[src/rtl/imem_load_ctrl_pkg.sv]
// imem_load_ctrl_pkg: shared state encoding and default widths for the imem boot loader
package imem_load_ctrl_pkg;
  typedef enum logic [2:0] {IDLE, LOAD, FLUSH, RELEASE, RUN} state_t;
  localparam int DEF_ADDR_WIDTH = 16;
  localparam int DEF_DATA_WIDTH = 32;
  localparam int DEF_BYTE_WIDTH = 8;
  localparam int DEF_MAX_WORDS = 256;
  localparam int DEF_RST_HOLD = 4;
endpackage

[src/rtl/imem_byte_packer.sv]
// imem_byte_packer: packs bytes LSB-first into words; ports clk/rst, clear (restart), push (byte valid), flush (zero-pad partial), byte_in, emit (word ready), word
module imem_byte_packer #(
  parameter int BYTE_WIDTH = 8,
  parameter int DATA_WIDTH = 32
) (
  input  logic                  clk,
  input  logic                  rst,
  input  logic                  clear,
  input  logic                  push,
  input  logic                  flush,
  input  logic [BYTE_WIDTH-1:0] byte_in,
  output logic                  emit,
  output logic [DATA_WIDTH-1:0] word
);
  logic [1:0] lane, lane_nx;
  logic [DATA_WIDTH-1:0] acc;
  always_comb begin
    word = acc | (push ? DATA_WIDTH'(byte_in) << (BYTE_WIDTH * lane) : '0);
    lane_nx = lane + 2'(push);
    emit = (push && lane == 2'd3) || (flush && lane_nx != 2'd0);
  end
  // acc is cleared after every emit so unfilled upper bytes are always zero
  always_ff @(posedge clk) begin
    if (rst || clear || emit) begin
      lane <= '0;
      acc <= '0;
    end else if (push) begin
      lane <= lane_nx;
      acc <= word;
    end
  end
endmodule

[src/rtl/imem_load_ctrl.sv]
// imem_load_ctrl: boot loader packing a byte stream into imem words and sequencing core reset; ports clk/rst, load_start/byte_in/byte_valid/load_done in, imem write port, cpu_rst, busy, word_count, overflow out
module imem_load_ctrl
  import imem_load_ctrl_pkg::*;
#(
  parameter int ADDR_WIDTH = DEF_ADDR_WIDTH,
  parameter int DATA_WIDTH = DEF_DATA_WIDTH,
  parameter int BYTE_WIDTH = DEF_BYTE_WIDTH,
  parameter int MAX_WORDS = DEF_MAX_WORDS,
  parameter int RST_HOLD = DEF_RST_HOLD
) (
  input  logic                  clk,
  input  logic                  rst,
  input  logic                  load_start,
  input  logic [BYTE_WIDTH-1:0] byte_in,
  input  logic                  byte_valid,
  input  logic                  load_done,
  output logic                  imem_we,
  output logic [ADDR_WIDTH-1:0] imem_waddr,
  output logic [DATA_WIDTH-1:0] imem_wdata,
  output logic                  cpu_rst,
  output logic                  busy,
  output logic [ADDR_WIDTH-1:0] word_count,
  output logic                  overflow
);
  localparam int HW = $clog2(RST_HOLD + 1);
  localparam logic [ADDR_WIDTH-1:0] MAX = ADDR_WIDTH'(MAX_WORDS);
  state_t state, state_nx;
  logic [HW-1:0] hold;
  logic live, accept, flush, emit;
  logic [DATA_WIDTH-1:0] word;
  // load_start preempts everything, so a restart never lets a byte, flush or write through
  assign live = state == LOAD && !load_start;
  assign accept = live && byte_valid && word_count != MAX;
  assign flush = live && load_done;
  assign busy = state == LOAD || state == FLUSH || state == RELEASE;
  imem_byte_packer #(.BYTE_WIDTH(BYTE_WIDTH), .DATA_WIDTH(DATA_WIDTH)) u_pack (
    .clk(clk),
    .rst(rst),
    .clear(load_start),
    .push(accept),
    .flush(flush),
    .byte_in(byte_in),
    .emit(emit),
    .word(word)
  );
  always_comb
    state_nx = load_start ? LOAD :
               (state == LOAD && load_done) ? FLUSH :
               state == FLUSH ? RELEASE :
               (state == RELEASE && hold == HW'(RST_HOLD - 1)) ? RUN : state;
  always_ff @(posedge clk) begin
    if (rst) begin
      state <= IDLE;
      hold <= '0;
      imem_we <= 1'b0;
      imem_waddr <= '0;
      imem_wdata <= '0;
      cpu_rst <= 1'b1;
      word_count <= '0;
      overflow <= 1'b0;
    end else begin
      state <= state_nx;
      hold <= state == RELEASE ? hold + 1'b1 : '0;
      cpu_rst <= state_nx != RUN;
      imem_we <= emit;
      if (emit) begin
        imem_waddr <= {word_count[ADDR_WIDTH-3:0], 2'b00};
        imem_wdata <= word;
      end
      word_count <= load_start ? '0 : word_count + ADDR_WIDTH'(emit);
      overflow <= load_start ? 1'b0 : overflow | (live && byte_valid && word_count == MAX);
    end
  end
endmodule

[config.mk]
export PLATFORM = sky130hd
export DESIGN_NAME = imem_load_ctrl
export DESIGN_NICKNAME = d
export VERILOG_FILES = /design/src/rtl/imem_load_ctrl_pkg.sv /design/src/rtl/imem_byte_packer.sv /design/src/rtl/imem_load_ctrl.sv
export SDC_FILE = /design/constraint.sdc
export NUM_CORES = 1
export LEC_CHECK = 0
export ABC_AREA = 1
export BUFFER_PORTS_ARGS = -buffer_cell sky130_fd_sc_hd__buf_2
export CELL_PAD_IN_SITES_DETAIL_PLACEMENT = 0
export CELL_PAD_IN_SITES_GLOBAL_PLACEMENT = 1
export CORE_MARGIN = 2
export CORE_UTILIZATION = 42
export CTS_BUF_LIST = sky130_fd_sc_hd__clkbuf_8
export CTS_CLUSTER_DIAMETER = 120
export DETAILED_ROUTE_END_ITERATION = 6
export PLACE_DENSITY_LB_ADDON = 0.1
export SYNTH_ARGS = -nofsm -noshare
export SYNTH_HDL_FRONTEND = slang
export SYNTH_SLANG_ARGS = --single-unit
[constraint.sdc]
create_clock -name clk -period 4.1 [get_ports clk]
set_input_delay 0.82 -clock clk [delete_from_list [all_inputs] [get_ports clk]]
set_output_delay 0.82 -clock clk [all_outputs]
set_load 0.005 [all_outputs]
### Word level (Yosys, flattened, before mapping)

Index checks and enable logic that the tools add are counted.

* bits in latches: 0
* logic and storage cells: 48
* memories kept: 0
* bits in writable memories: 0
* bits in read-only memories: 0
* bits of input ports: 13
* register bits: 105
* output and inout port bits: 68

* multiply operators: 0
* equal/unequal tests: 8
* shift operators: 1
* add/subtract/negate cells: 3
* bitwise operators: 3
* multiplexer cells: 5
* reduce and logical (&&, ||, !) cells: 18
* div/mod/pow operators: 0
* magnitude comparators: 0

Operators with widths (number)
* $mux W32: 1
* $or A32 B32 Y32: 1
* $shl A8 B5 Y32: 1
* $add A16 B1 Y16: 1
* $eq A16 B9 Y1 const B: 1
* $ne A16 B9 Y1 const B: 1
* $mux W3: 4
* $eq A3 B2 Y1 const B: 3
* $logic_and A1 B1 Y1: 9
* $logic_or A1 B1 Y1: 5
* $reduce_or A2 Y1: 2
* $add A3 B1 Y3 const B: 1
* $eq A3 B1 Y1 const B: 1
* $ne A3 B3 Y1 const B: 1
* $add A2 B1 Y2: 1
* $eq A2 B2 Y1 const B: 1
* $reduce_bool A2 Y1: 1
* $logic_not A1 Y1: 1
* $not A1 Y1: 1
* $or A1 B1 Y1: 1

### Depth between registers and ports, before layout

Gate-level depths: netlist of run 1.

* depth in word-level cells: 9
* mapped depth: 20
* gate-level depth less buffers: 19

### Hierarchy

From an unflattened synthesis of run 1, not the netlist that was laid out.

* cell total of the unflattened synthesis: 549
* area total of the unflattened synthesis: 4131.5 um^2

Modules (own cells, without submodules)
* imem_load_ctrl: sequential area each 1421.4 um^2, cells each 371, times used 1, area each 2795.2 um^2
* imem_byte_packer: sequential area each 680.7 um^2, cells each 178, times used 1, area each 1336.3 um^2

### Worst setup path after synthesis of run 1

No wires, ideal clock.

* kind: input to register
* start point: input port load_start
* end point: register word_count[14]
* arrival: 3.139 ns
* required time: 4.030 ns
* cell stages on the path: 18
* library setup time: 0.070 ns
* path slack: 0.891 ns
* buffers on the path: 1
* cell sequence: inv_1 -> nand2_1 -> nor2_4 -> nand2_2 -> buf_2 -> inv_1 -> ha_1 -> xnor2_1 -> nand2_1 -> nand3_1 -> nand2_4 -> ha_1 -> ha_1 -> nand4_1 -> nor2_1 -> nand3_1 -> or2_2 -> a21oi_1

* longest elaborated chain between the ends: 9
* elaborated cells between the ends (all ways): 12
* classes of those cells: add/sub (2); reduce/logical (10)

RTL lines
* start, declared: RTL line imem_load_ctrl.sv:13 `input logic load_start,`
* $logic_not A1 Y1 *: RTL line imem_load_ctrl.sv:32 `assign live = state == LOAD && !load_start;`
* $logic_and A1 B1 Y1 *: RTL line imem_load_ctrl.sv:32
* $logic_and A1 B1 Y1 * (2 in series): RTL line imem_load_ctrl.sv:33 `assign accept = live && byte_valid && word_count != MAX;`
* net accept: RTL line imem_load_ctrl.sv:29 `logic live, accept, flush, emit;`
* $add A2 B1 Y2: RTL line imem_byte_packer.sv:19 `lane_nx = lane + 2'(push);`
* $reduce_bool A2 Y1: RTL line imem_byte_packer.sv:20 `emit = (push && lane == 2'd3) || (flush && lane_nx != 2'd0);`
* $logic_and A1 B1 Y1: RTL line imem_byte_packer.sv:20
* $logic_or A1 B1 Y1 *: RTL line imem_byte_packer.sv:20
* net emit: RTL line imem_load_ctrl.sv:29
* $add A16 B1 Y16 *: RTL line imem_load_ctrl.sv:70 `word_count <= load_start ? '0 : word_count + ADDR_WIDTH'(emit);`
* end signal, assigned: RTL line imem_load_ctrl.sv:70
* end, declared: RTL line imem_load_ctrl.sv:22 `output logic [ADDR_WIDTH-1:0] word_count,`

The timed path passes the listed nets; every way through them passes the cells marked *.
A chain may end at the register's enable or synchronous reset.

### Worst setup path in the final report of run 1

* start point: register word_count[8]
* end point: register word_count[14]

* longest elaborated chain between the ends: 7
* elaborated cells between the ends (all ways): 8
* classes of those cells: add/sub (2); eq/ne (1); reduce/logical (5)

RTL lines (RTL line)
* $ne A16 B9 Y1 *: imem_load_ctrl.sv:33
* $logic_and A1 B1 Y1 *: imem_load_ctrl.sv:33
* net accept: imem_load_ctrl.sv:29
* $add A2 B1 Y2: imem_byte_packer.sv:19
* $reduce_bool A2 Y1: imem_byte_packer.sv:20
* $logic_and A1 B1 Y1: imem_byte_packer.sv:20
* $logic_or A1 B1 Y1 *: imem_byte_packer.sv:20
* net emit: imem_load_ctrl.sv:29
* $add A16 B1 Y16 *: imem_load_ctrl.sv:70

Marks and branches as above.

==> run_results.csv, run 1 <==
group,metric,value,unit
cts,htree_num_levels,3,
cts,holdBufCountCts,0,
timing,whs,435.0,ps
run_status,status,"complete, no violations",
timing,setup_violations,0,
min_path,hp-class,"flip-flop to flip-flop",
routing,drt.antenna.violating_nets,0,
placement,place_ws,632.5,ps
layout,fin_util,47.80,%
routing,num_vias,3988,
yosys,async_flop_share,0,%
routing,vias_per_cell,4.692,
worst_setup_path,cp.required,4410,ps
grt,grt_pass1_wl,19060,um
yosys,postSynthCellCount,641,
cts,post_cts_resized,0,
cts,cts_sinks,105,
power,powerDensity,322.9,nW/um^2
worst_setup_path,setup.worst_path.end_class,"flip-flop",
grt,first_global_vias,3786,
yosys,ys_warn_count,0,
worst_setup_path,crit_type,"flip-flop to flip-flop",
layout,diodes,0,
cts,clk_latency,370,ps
yosys,ys.flop_type,"dfxtp_1",
grt,overflow,0,
yosys,synth_cell_types,35,
cts,cts_setup_buffers,0,
yosys,ys_ff_latch,105,
timing,fin_tns_setup,0,ps
worst_setup_path,startpoint_type,"flip-flop",
timing,rsz0062_at_grt,"no",
worst_setup_path,path_cells,"inv_2 > nor2_2 > nand2_1 > nor2_4 > nand2_4 > nand2_2 > inv_1 > ha_1 > xnor2_1 > nand2_1 > nand3_2 > nand2_4 > ha_1 > ha_1 > nand4_1 > nor2_1 > nand3_1 > or2_2 > a21oi_1",
worst_setup_path,crit_arrival,3500,ps
floorplan,ioPinCount,81,
worst_setup_path,critPathMaxStageDelay,510,ps
cts,numCtsBuffers,9,
grt,grt_max_degree,47,
yosys,syn-cell-area,4813,sq um
timing,worstMarginPinSlew,834.2,ps
floorplan,start_util,42.52,%
timing,fin_ws,914.3,ps
timing,fin_skew,15.47,ps
routing,wl,11300,um
layout,nets,721,
floorplan,die_h,111.1,um
routing,routedWlPerCell,13.29,um
routing,drtIter0Drc,178,
power,leakagePower,2.358,nW
yosys,syn_area_per_cell,7.509,sq um
placement,finalWeightedCongestion,0.7991,
cts,cts_tree,"yes",
timing,slew_headroom,44.38,%
cts,clock-root-buffer,"clkbuf_8",
grt,antenna_found_initial,0,
yosys,ys_seq_area_share,43.67,%
layout,syn_to_final_growth,12.43,%
floorplan,core_area,11320,sq um
grt,grt.total_usage,18.75,%
power,ir_worst_vdd,148.9,uV
worst_setup_path,cp_common_cell,"ha_1",
run,maxCapViolations,0,
placement,numPortBuffers,78,
cts,path_clk_slew,100,ps
floorplan,dieArea,12330,sq um
timing,hold_violations,0,
timing,fin_crit_sh,77.70,%
floorplan,die_w,111.1,um
layout,drive_gt1_share,20.23,%
yosys,synth_edf_count,0,
timing,min_period,3186,ps
timing,clock.fmax,313.9,MHz
routing,drcViolationCount,0,
worst_setup_path,path_max_fanout,8,
floorplan,num_rows,39,
worst_setup_path,slowest_stage,"dfxtp_1",
placement,hpwl,7480,um
timing,maxSlewViolCount,0,
cts,cts_buffer_depth,2,
routing,drt_first_pass_iters,4,
## final timing paths
check                                               from                        end  slack, ps  cells after the start
worst max-delay path            word_count[8]$_SDFF_PP0_  word_count[14]$_SDFF_PP0_        910                     19
worst min-delay path                  hold[0]$_SDFF_PP0_         hold[0]$_SDFF_PP0_        430                      1
worst min register to register        hold[0]$_SDFF_PP0_         hold[0]$_SDFF_PP0_        430                      1
worst max register to register  word_count[8]$_SDFF_PP0_  word_count[14]$_SDFF_PP0_        910                     19
## flip-flops by register name, summed over array words and instances (netlist names)
register     cells
word_count      16
overflow         1
u_pack.lane      2
state            3
cpu_rst          1
hold             3
imem_wdata      32
u_pack.acc      32
imem_we          1
imem_waddr      14
## layer usage
metal / global-route usage [%] / up-vias / part of all wire, %
met3: 3.335 / 9 / 3.0
met5: 0 / - / 0
li1: - / 2084 / -
met1: 27.10 / 1835 / 53
met4: 5.267 / 0 / 0.90
met2: 28.88 / 60 / 43
## cells in the mapped netlist (3+ instances only)
| master | count | area (sq um) |
|---|---|---|
| clkbuf_1 | 6 | 22.52 |
| o21ai_1 | 4 | 20.02 |
| nand2_1 | 86 | 322.8 |
| ha_1 | 5 | 62.56 |
| nand3_1 | 39 | 195.2 |
| nand4_1 | 6 | 37.54 |
| o21ai_0 | 34 | 170.2 |
| dfxtp_1 | 105 | 2102 |
| nand3b_1 | 42 | 315.3 |
| inv_1 | 91 | 341.6 |
| nor3_1 | 4 | 20.02 |
| inv_2 | 4 | 15.01 |
| nor2_1 | 123 | 461.7 |
| nor2_2 | 11 | 68.82 |
| buf_2 | 11 | 55.05 |
| nor2_4 | 22 | 247.7 |
| a21oi_1 | 14 | 70.07 |
| buf_4 | 10 | 75.07 |
| nand2_4 | 3 | 33.78 |
## placed cells by master, fill, tap and decap left out
cell,synthesis,routed
nand4_1,6,6
clkinv_1,1,1
nand3_1,39,38
buf_2,11,78
a31oi_1,1,1
o21ai_1,4,4
nor2_1,123,123
clkinv_4,0,1
o21bai_1,1,1
conb_1,1,2
nand2_4,3,3
clkinvlp_4,0,2
or2_2,1,1
nor3_1,4,4
buf_4,10,5
ha_1,5,5
inv_1,91,92
o21a_1,1,1
nor2_2,11,11
nand3_2,0,1
xor2_1,2,2
nand3b_1,42,42
bufinv_16,0,1
nand2_2,1,1
or2_0,1,1
nor2_4,22,22
clkbuf_8,0,10
o21ai_0,34,34
a21oi_1,14,14
nor3_2,1,1
nand2_1,86,86
inv_4,1,1
xnor2_1,2,2
nand3_4,1,1
inv_2,4,4
dfxtp_1,105,105
## report_power, final
| group | internal, mW | switching, mW | total (mW) |
|---|---|---|---|
| Combinational | 0.0211 | 0.0547 | 0.0759 |
| Sequential | 1.02 | 0.00268 | 1.03 |
| Clock | 0.295 | 0.350 | 0.645 |
## layout make-up
class                      count  area (sq um)
fill                        1197          5909
multi-input combinational    407          2141
sequential                   105          2102
timing repair buffer          83         427.9
inverter                      97         366.6
tap                          143         178.9
clock buffer                  10         137.6
clock inverter                 5         57.56
## per-stage QoR
stage	cells	power (mW)	instance area (sq um)
2_1_floorplan	642	1.105	4817
3_3_place_gp	835	1.127	5216
3_5_place_dp	835	1.128	5216
4_1_cts	850	1.774	5411
5_1_grt	850	1.822	5411
6_report	850	1.747	5411
## critical path: cells and delay by family (launching register included)
kind | cells | cell delay [ps]
AO/OA/AOI/OAI | 1 | 120
adder cells (fa/ha/maj) | 3 | 580
buffers and inverters | 2 | 150
AND/OR/NAND/NOR | 12 | 1610
flip-flops | 1 | 510
XOR/XNOR | 1 | 130
## logic make-up (layout without fill, tap and decap cells)
kind of cell	count (synthesis)	after routing	share of synthesized area, %
and+or+nand+nor	341	341	36.34
xor gates and xnor gates	4	4	0.7280
AOI/OAI and AO/OA	55	55	5.849
DFF	105	105	43.67
adders and majority gates	5	5	1.300
buffers and inverters	130	195	12.04
other	1	2	0.07791
Power figures use the tool's default switching activity.
==> run 2, diff against run 1 <==
--- a/config.mk
+++ b/config.mk
@@ -10,7 +10,7 @@
 export CELL_PAD_IN_SITES_DETAIL_PLACEMENT = 0
 export CELL_PAD_IN_SITES_GLOBAL_PLACEMENT = 1
 export CORE_MARGIN = 2
-export CORE_UTILIZATION = 42
+export CORE_UTILIZATION = 38
 export CTS_BUF_LIST = sky130_fd_sc_hd__clkbuf_8
 export CTS_CLUSTER_DIAMETER = 120
 export DETAILED_ROUTE_END_ITERATION = 6
==> constraint.sdc (replaced) <==
create_clock -name clk -period 2.78 [get_ports clk]
set_input_delay 0.556 -clock clk [delete_from_list [all_inputs] [get_ports clk]]
set_output_delay 0.556 -clock clk [all_outputs]
set_load 0.005 [all_outputs]
==> run 2 against run 1 <==
  * Worst hold slack worse by 7.5 ps
  * Final area is 5.9% higher
  * First-iteration DRC count is 10% higher
  * Clock skew is 7.4 ps lower
  * Critical path type unchanged
  * Via count grew 3.7%
  * Critical endpoint unchanged
  * Flip-flop and latch count is the same
==> run_results.csv, run 2 (synthesis gave the netlist of run 1 again) <==
group,metric,value,unit
run_status,status,"complete, no violations",
timing,hold_violations,0,
layout,syn_to_final_growth,19.03,%
worst_setup_path,r2r-start,"word_count[15]$_SDFF_PP0_",
worst_setup_path,critPathMaxStageDelay,340,ps
placement,place_ws,1.728,ps
routing,wl,11900,um
worst_setup_path,slowest_stage,"dfxtp_2",
layout,drive_gt1_share,24.35,%
floorplan,ioPinCount,81,
timing,setup_violations,0,
routing,num_vias,4134,
floorplan,die_w,116.5,um
routing,drtIter0Drc,196,
cts,numCtsBuffers,9,
cts,path_clk_slew,90,ps
worst_setup_path,reg2reg_to,"word_count[14]$_SDFF_PP0_",
timing,whs,427.4,ps
placement,hpwl,8214,um
min_path,hold_path_startpoint,"hold[0]$_SDFF_PP0_",
min_path,holdPathStages,1,
floorplan,dieArea,13580,sq um
layout,biggestRegsByFlops,"imem_wdata: 32 flops, u_pack.acc: 32 flops, word_count: 16 flops",
worst_setup_path,crit_arrival,2900,ps
worst_setup_path,path_cells,"nor2_1 > nand2_1 > nor2_2 > nand2_4 > nand2_4 > inv_1 > ha_1 > xnor2_1 > nand2_1 > nand3_2 > nand2_4 > ha_4 > ha_4 > nand4_1 > nor2_2 > nand3_2 > or2_2 > a21oi_1",
floorplan,core_area,12520,sq um
placement,finalWeightedCongestion,0.8077,
floorplan,die_h,116.5,um
timing,fin_tns_setup,0,ps
cts,cts_sinks,105,
min_path,hp-class,"flip-flop to flip-flop",
timing,worstMarginPinSlew,544.6,ps
layout,diodes,0,
power,ir_worst_vdd,208.1,uV
timing,slew_headroom,63.69,%
layout,mostFrequentLayoutCell,"nor2_1",
cts,cts_tree,"yes",
worst_setup_path,rrSetupSlack,180,ps
cts,clk_latency,380,ps
grt,grt_max_degree,47,
worst_setup_path,startpoint_type,"flip-flop",
floorplan,start_util,38.45,%
routing,routedWlPerCell,13.17,um
worst_setup_path,path_max_fanout,4,
timing,fin_ws,184.3,ps
worst_setup_path,crit_type,"flip-flop to flip-flop",
cts,htree_num_levels,3,
layout,final_cell_mix,"nor2_1, dfxtp_1, inv_1",
routing,drcViolationCount,0,
power,powerDensity,470.4,nW/um^2
layout,fin_cells,903,
worst_setup_path,cp_common_cell,"nand2_4",
cts,clock-root-buffer,"clkbuf_8",
timing,fin_crit_sh,93.37,%
grt,grt.total_usage,18.32,%
grt,first_global_vias,3841,
timing,min_period,2596,ps
layout,fin_util,45.77,%
routing,drt_first_pass_iters,4,
timing,fin_skew,8.050,ps
grt,antenna_found_initial,0,
worst_setup_path,setup.worst_path.end_class,"flip-flop",
run,maxCapViolations,0,
timing,rsz0062_at_grt,"yes",
min_path,hold_end,"hold[0]$_SDFF_PP0_",
worst_setup_path,cp.required,3090,ps
routing,vias_per_cell,4.578,
placement,numPortBuffers,78,
grt,grt_pass1_wl,19110,um
floorplan,num_rows,41,
power,leakagePower,2.522,nW
placement,place_inst,888,
worst_setup_path,worstRegToRegCells,18,
timing,maxSlewViolCount,0,
timing,clock.fmax,385.2,MHz
cts,cts_buffer_depth,2,
routing,drt.antenna.violating_nets,0,
grt,overflow,0,
layout,nets,746,
run 2: cell types whose count changed in the layout (fill, tap and decap cells not counted), sizes merged:
| cell | before | now |
|---|---|---|
| buf | 83 | 108 |
| clkbuf | 10 | 11 |
| bufinv | 1 | 2 |
| inv | 97 | 96 |
| clkinvlp | 2 | 0 |
run 2: worst max path at each step:
| stage | slack [ps] | cells past startpoint | startpoint | end |
|---|---|---|---|---|
| 2_1_floorplan | -0.0002 | 18 | load_start | word_count[14]$_SDFF_PP0_ |
| 3_3_place_gp | 50 | 18 | load_start | word_count[14]$_SDFF_PP0_ |
| 3_5_place_dp | 2 | 18 | load_start | word_count[14]$_SDFF_PP0_ |
| 4_1_cts | 50 | 19 | word_count[8]$_SDFF_PP0_ | word_count[14]$_SDFF_PP0_ |
| 5_1_grt | -20 | 18 | word_count[12]$_SDFF_PP0_ | word_count[14]$_SDFF_PP0_ |
| 6_report | 180 | 18 | word_count[15]$_SDFF_PP0_ | word_count[14]$_SDFF_PP0_ |
run 2: worst max-delay path, delay by kind of cell, from the launching register on:
kind                     cells  cell delay (ps)
AO/OA/AOI/OAI                1              110
XOR/XNOR                     1              130
AND/OR/NAND/NOR             12             1430
adder cells (fa/ha/maj)      3              480
buffers and inverters        1               40
flip-flops                   1              340
run 2: what timing repair did:
action	4_1_cts	5_1_grt
gates resized for setup	0	8
buffers inserted	0	1
hold buffers	0	0
hold endpoints to repair	0	0
endpoints found under the setup margin	0	8
run 2: metrics by stage:
step | power (mW) | area, sq um
floorplan | 1.630 | 4860
global placement | 1.672 | 5474
detailed placement | 1.672 | 5474
CTS | 2.736 | 5690
global route | 2.803 | 5729
finish | 2.695 | 5729
run 2: routing by layer:
layer	vias up	GRT usage (%)	wire, um
met2	78	30.08	5559
met3	14	2.958	446
met1	1899	24.21	5666
met4	0	7.216	225
li1	2143	-	-
met5	-	0	0
run 2: power breakdown:
part           total (mW)  internal [mW]  switching, mW
combinational       0.121         0.0380         0.0834
sequential           1.51           1.51        0.00408
clock                1.06          0.546          0.515
run 2: layout make-up:
type / instances / area, sq um
clock buffers: 11 / 151.4
clock inverters: 3 / 65.06
fillers: 1356 / 6788
inverters: 97 / 366.6
multi-input cells: 407 / 2195
flip-flops and latches: 105 / 2108
well taps: 172 / 215.2
repair buffers: 108 / 628.1
==> run 3, diff against run 2 <==
--- a/config.mk
+++ b/config.mk
@@ -10,11 +10,12 @@
 export CELL_PAD_IN_SITES_DETAIL_PLACEMENT = 0
 export CELL_PAD_IN_SITES_GLOBAL_PLACEMENT = 1
 export CORE_MARGIN = 2
-export CORE_UTILIZATION = 38
+export CORE_UTILIZATION = 37
 export CTS_BUF_LIST = sky130_fd_sc_hd__clkbuf_8
 export CTS_CLUSTER_DIAMETER = 120
 export DETAILED_ROUTE_END_ITERATION = 6
 export PLACE_DENSITY_LB_ADDON = 0.1
 export SYNTH_ARGS = -nofsm -noshare
 export SYNTH_HDL_FRONTEND = slang
+export SYNTH_HIERARCHICAL = 1
 export SYNTH_SLANG_ARGS = --single-unit
==> run 3 against run 2 <==
  * First-iteration DRC count fell by 38%
  * Routed wire length down 16%
  * Critical endpoint is now word_count[8]$_SDFF_PP0_
  * Maximum frequency up 3.3%
  * Worst hold slack better by 7.1 ps
  * Global-route usage down 0.89 points
  * Clock power down 11%
  * Largest power group unchanged
  * Area after synthesis decreased by 14%
  * Total power fell by 5.3%
  * Sequential power hardly changed
  * Register-to-register slack improved by 80 ps
  * Combinational power down 23%
==> run_results.csv, run 3 <==
group,metric,value,unit
layout,fill_cells,1152,
cts,clk_latency,360,ps
layout,syn_to_final_growth,18.69,%
yosys,ys.flop_type,"dfxtp_1",
yosys,synth_common_cells,"nor2_1, dfxtp_1, inv_1, o21ai_0, a21oi_1",
floorplan,core_area,10890,sq um
timing,setup_violations,0,
run_status,status,"complete, no violations",
worst_setup_path,cp_common_cell,"nand2_1",
min_path,hp-class,"flip-flop to flip-flop",
power,ir_worst_vdd,282.0,uV
yosys,async_flop_share,0,%
grt,first_global_vias,3367,
worst_setup_path,cp.depth,16,
routing,vias_per_cell,4.719,
power,powerDensity,520.4,nW/um^2
layout,diodes,0,
power,switching_share,22.59,%
grt,grt_pass1_wl,16130,um
worst_setup_path,path_max_fanout,7,
layout,multi_input_area,1599,sq um
yosys,yosysMostFrequentCell,"nor2_1",
grt,grt_max_degree,57,
worst_setup_path,reg2reg_to,"word_count[8]$_SDFF_PP0_",
timing,fin_skew,5.580,ps
placement,hpwl,7170,um
timing,fin_ws,266.4,ps
layout,nets,649,
timing,rsz0062_at_grt,"no",
worst_setup_path,slowest_stage,"dfxtp_1",
placement,place_ws,-20.63,ps
timing,slew_headroom,56.26,%
worst_setup_path,cp-endpoint,"word_count[8]$_SDFF_PP0_",
routing,drt.antenna.violating_nets,0,
worst_setup_path,startpoint_type,"flip-flop",
run,maxCapViolations,0,
yosys,synthTopCellsByArea,"dfxtp_1, nor2_1, inv_1, o21ai_0, a21oi_1",
cts,numCtsBuffers,9,
yosys,ys_seq_area_share,50.88,%
timing,fin_crit_sh,90.42,%
yosys,synth_edf_count,0,
yosys,ys_ff_latch,105,
power,leakagePower,2.599,nW
cts,cts_tree,"yes",
timing,hold_violations,0,
cts,path_clk_slew,90,ps
worst_setup_path,cp_top_family,"simple AND/OR/NAND/NOR gates",
routing,drcViolationCount,0,
grt,antenna_found_initial,0,
yosys,ys_warn_count,6,
yosys,syn_area_per_cell,7.525,sq um
floorplan,dieArea,12030,sq um
floorplan,die_h,109.7,um
routing,drt_first_pass_iters,5,
routing,routedWlPerCell,12.84,um
timing,worstMarginPinSlew,655.2,ps
timing,min_period,2514,ps
routing,wl,9961,um
cts,cts_setup_buffers,0,
layout,drive_gt1_share,21.54,%
layout,biggestRegsByFlops,"imem_wdata: 32 flops, u_pack/acc: 32 flops, word_count: 16 flops",
cts,cts_sinks,105,
power,p_sw,0.5765,mW
layout,final_cell_mix,"nor2_1, dfxtp_1, buf_2",
worst_setup_path,cp.required,3040,ps
worst_setup_path,path_cells,"inv_1 > nand3_1 > nor2_4 > a21boi_2 > ha_1 > inv_1 > nand3_1 > nand2_1 > nand2_1 > ha_1 > ha_1 > nand2_1 > nor2_4 > nand2_1 > o21ai_1 > a21oi_1",
floorplan,num_rows,38,
yosys,syn-cell-area,4131,sq um
power,power_frac_seq,59.4,%
worst_setup_path,worstRegToRegCells,16,
cts,htree_num_levels,3,
layout,final-seq-area,2102,sq um
worst_setup_path,critPathLaunch,"word_count[12]$_SDFF_PP0_",
worst_setup_path,critPathMaxStageDelay,340,ps
floorplan,die_w,109.7,um
worst_setup_path,crit_arrival,2770,ps
timing,fin_tns_setup,0,ps
timing,maxSlewViolCount,0,
cts,clock-root-buffer,"clkbuf_8",
timing,clock.fmax,397.8,MHz
yosys,synth_area_leader_cell,"dfxtp_1",
worst_setup_path,crit_type,"flip-flop to flip-flop",
power,comb_power_share,3.6,%
floorplan,start_util,37.95,%
placement,numPortBuffers,78,
worst_setup_path,crit_buf_inv,2,
power,clockPowerShare,37.0,%
routing,drtIter0Drc,122,
yosys,synth_top_area_share,50.88,%
routing,num_vias,3662,
power,finalPower,2.552,mW
timing,whs,434.5,ps
worst_setup_path,rrSetupSlack,270,ps
grt,overflow,0,
yosys,synth_cell_types,27,
cts,cts_buffer_depth,2,
placement,placed_area,4691,sq um
layout,fin_area,4903,sq um
worst_setup_path,r2r-start,"word_count[12]$_SDFF_PP0_",
layout,mostFrequentLayoutCell,"nor2_1",
worst_setup_path,setup.worst_path.end_class,"flip-flop",
power,p_int,1.976,mW
yosys,postSynthCellCount,549,
grt,grt.total_usage,17.42,%
placement,finalWeightedCongestion,0.8280,
floorplan,ioPinCount,81,
run 3: cell types whose count changed in the layout (fill, tap and decap cells not counted), moves of 14 or more:
cell and change:
a21oi_1 +31, inv_1 -14, nand3b_1 -42, nand3_1 -25, buf_4 -15, nand2_1 -46
nor2_4 -17, nor2_1 +24, o21ai_0 +14
run 3: worst min path at each step:
stage / startpoint / end / slack, ps / cells past startpoint
global placement: hold[0]$_SDFF_PP0_ / hold[0]$_SDFF_PP0_ / 410 / 1
detailed placement: hold[0]$_SDFF_PP0_ / hold[0]$_SDFF_PP0_ / 420 / 1
global route: rst / state[0]$_SDFF_PP0_ / 440 / 2
finish: hold[0]$_SDFF_PP0_ / hold[0]$_SDFF_PP0_ / 430 / 1
floorplan: hold[0]$_SDFF_PP0_ / hold[0]$_SDFF_PP0_ / 400 / 1
CTS: rst / state[0]$_SDFF_PP0_ / 420 / 2
run 3: logic make-up after synthesis:
family | Yosys count | synth area share [%]
AO/OA/AOI/OAI | 110 | 13.72
buffers and inverters | 107 | 10.90
AND/OR/NAND/NOR | 221 | 22.90
other | 1 | 0.09077
flip-flops | 105 | 50.88
adder cells (fa/ha/maj) | 5 | 1.514
run 3: repair_timing:
item,CTS,global route
hold endpoints to repair,0,0
gates resized for setup,0,5
setup endpoints to repair,0,42
hold buffers,0,0
run 3: cell type report:
type	instances	share of cell area, %
tap	140	3.572
clock inverter	6	1.199
timing repair buffer	93	10.51
inverter	84	6.430
multi-input combinational	338	32.61
clock buffer	10	2.807
sequential	105	42.87
run 3: through the flow:
stage / util, % / std cells
floorplan: - / 550
global placement: 43.08 / 760
detailed placement: 43.08 / 760
CTS: 44.89 / 776
global route: 45.04 / 776
finish: 45.04 / 776
run 3: worst register-to-register path: stages (launching register included):
cell      delay, ps
dfxtp_1         340
inv_1           140
nand3_1         140
nor2_4          180
a21boi_2         80
ha_1            300
inv_1            40
nand3_1          70
nand2_1          60
nand2_1          80
ha_1            190
ha_1            190
nand2_1         120
nor2_4          210
nand2_1         100
o21ai_1         120
a21oi_1          40
run 3: routing by layer:
metal	wire length (um)	vias up	GRT usage, %
met4	147	0	5.425
li1	-	1874	-
met3	497	14	4.149
met2	4785	85	29.89
met1	4531	1689	21.59
met5	0	-	0
run 3: power by group through the flow:
stage,logic [mW],registers (mW),clock network [mW]
2_1_floorplan,0.0598,1.55,0
3_3_place_gp,0.0954,1.55,0
3_5_place_dp,0.0952,1.55,0
4_1_cts,0.0953,1.52,0.981
5_1_grt,0.107,1.52,1.04
6_report,0.0931,1.52,0.943
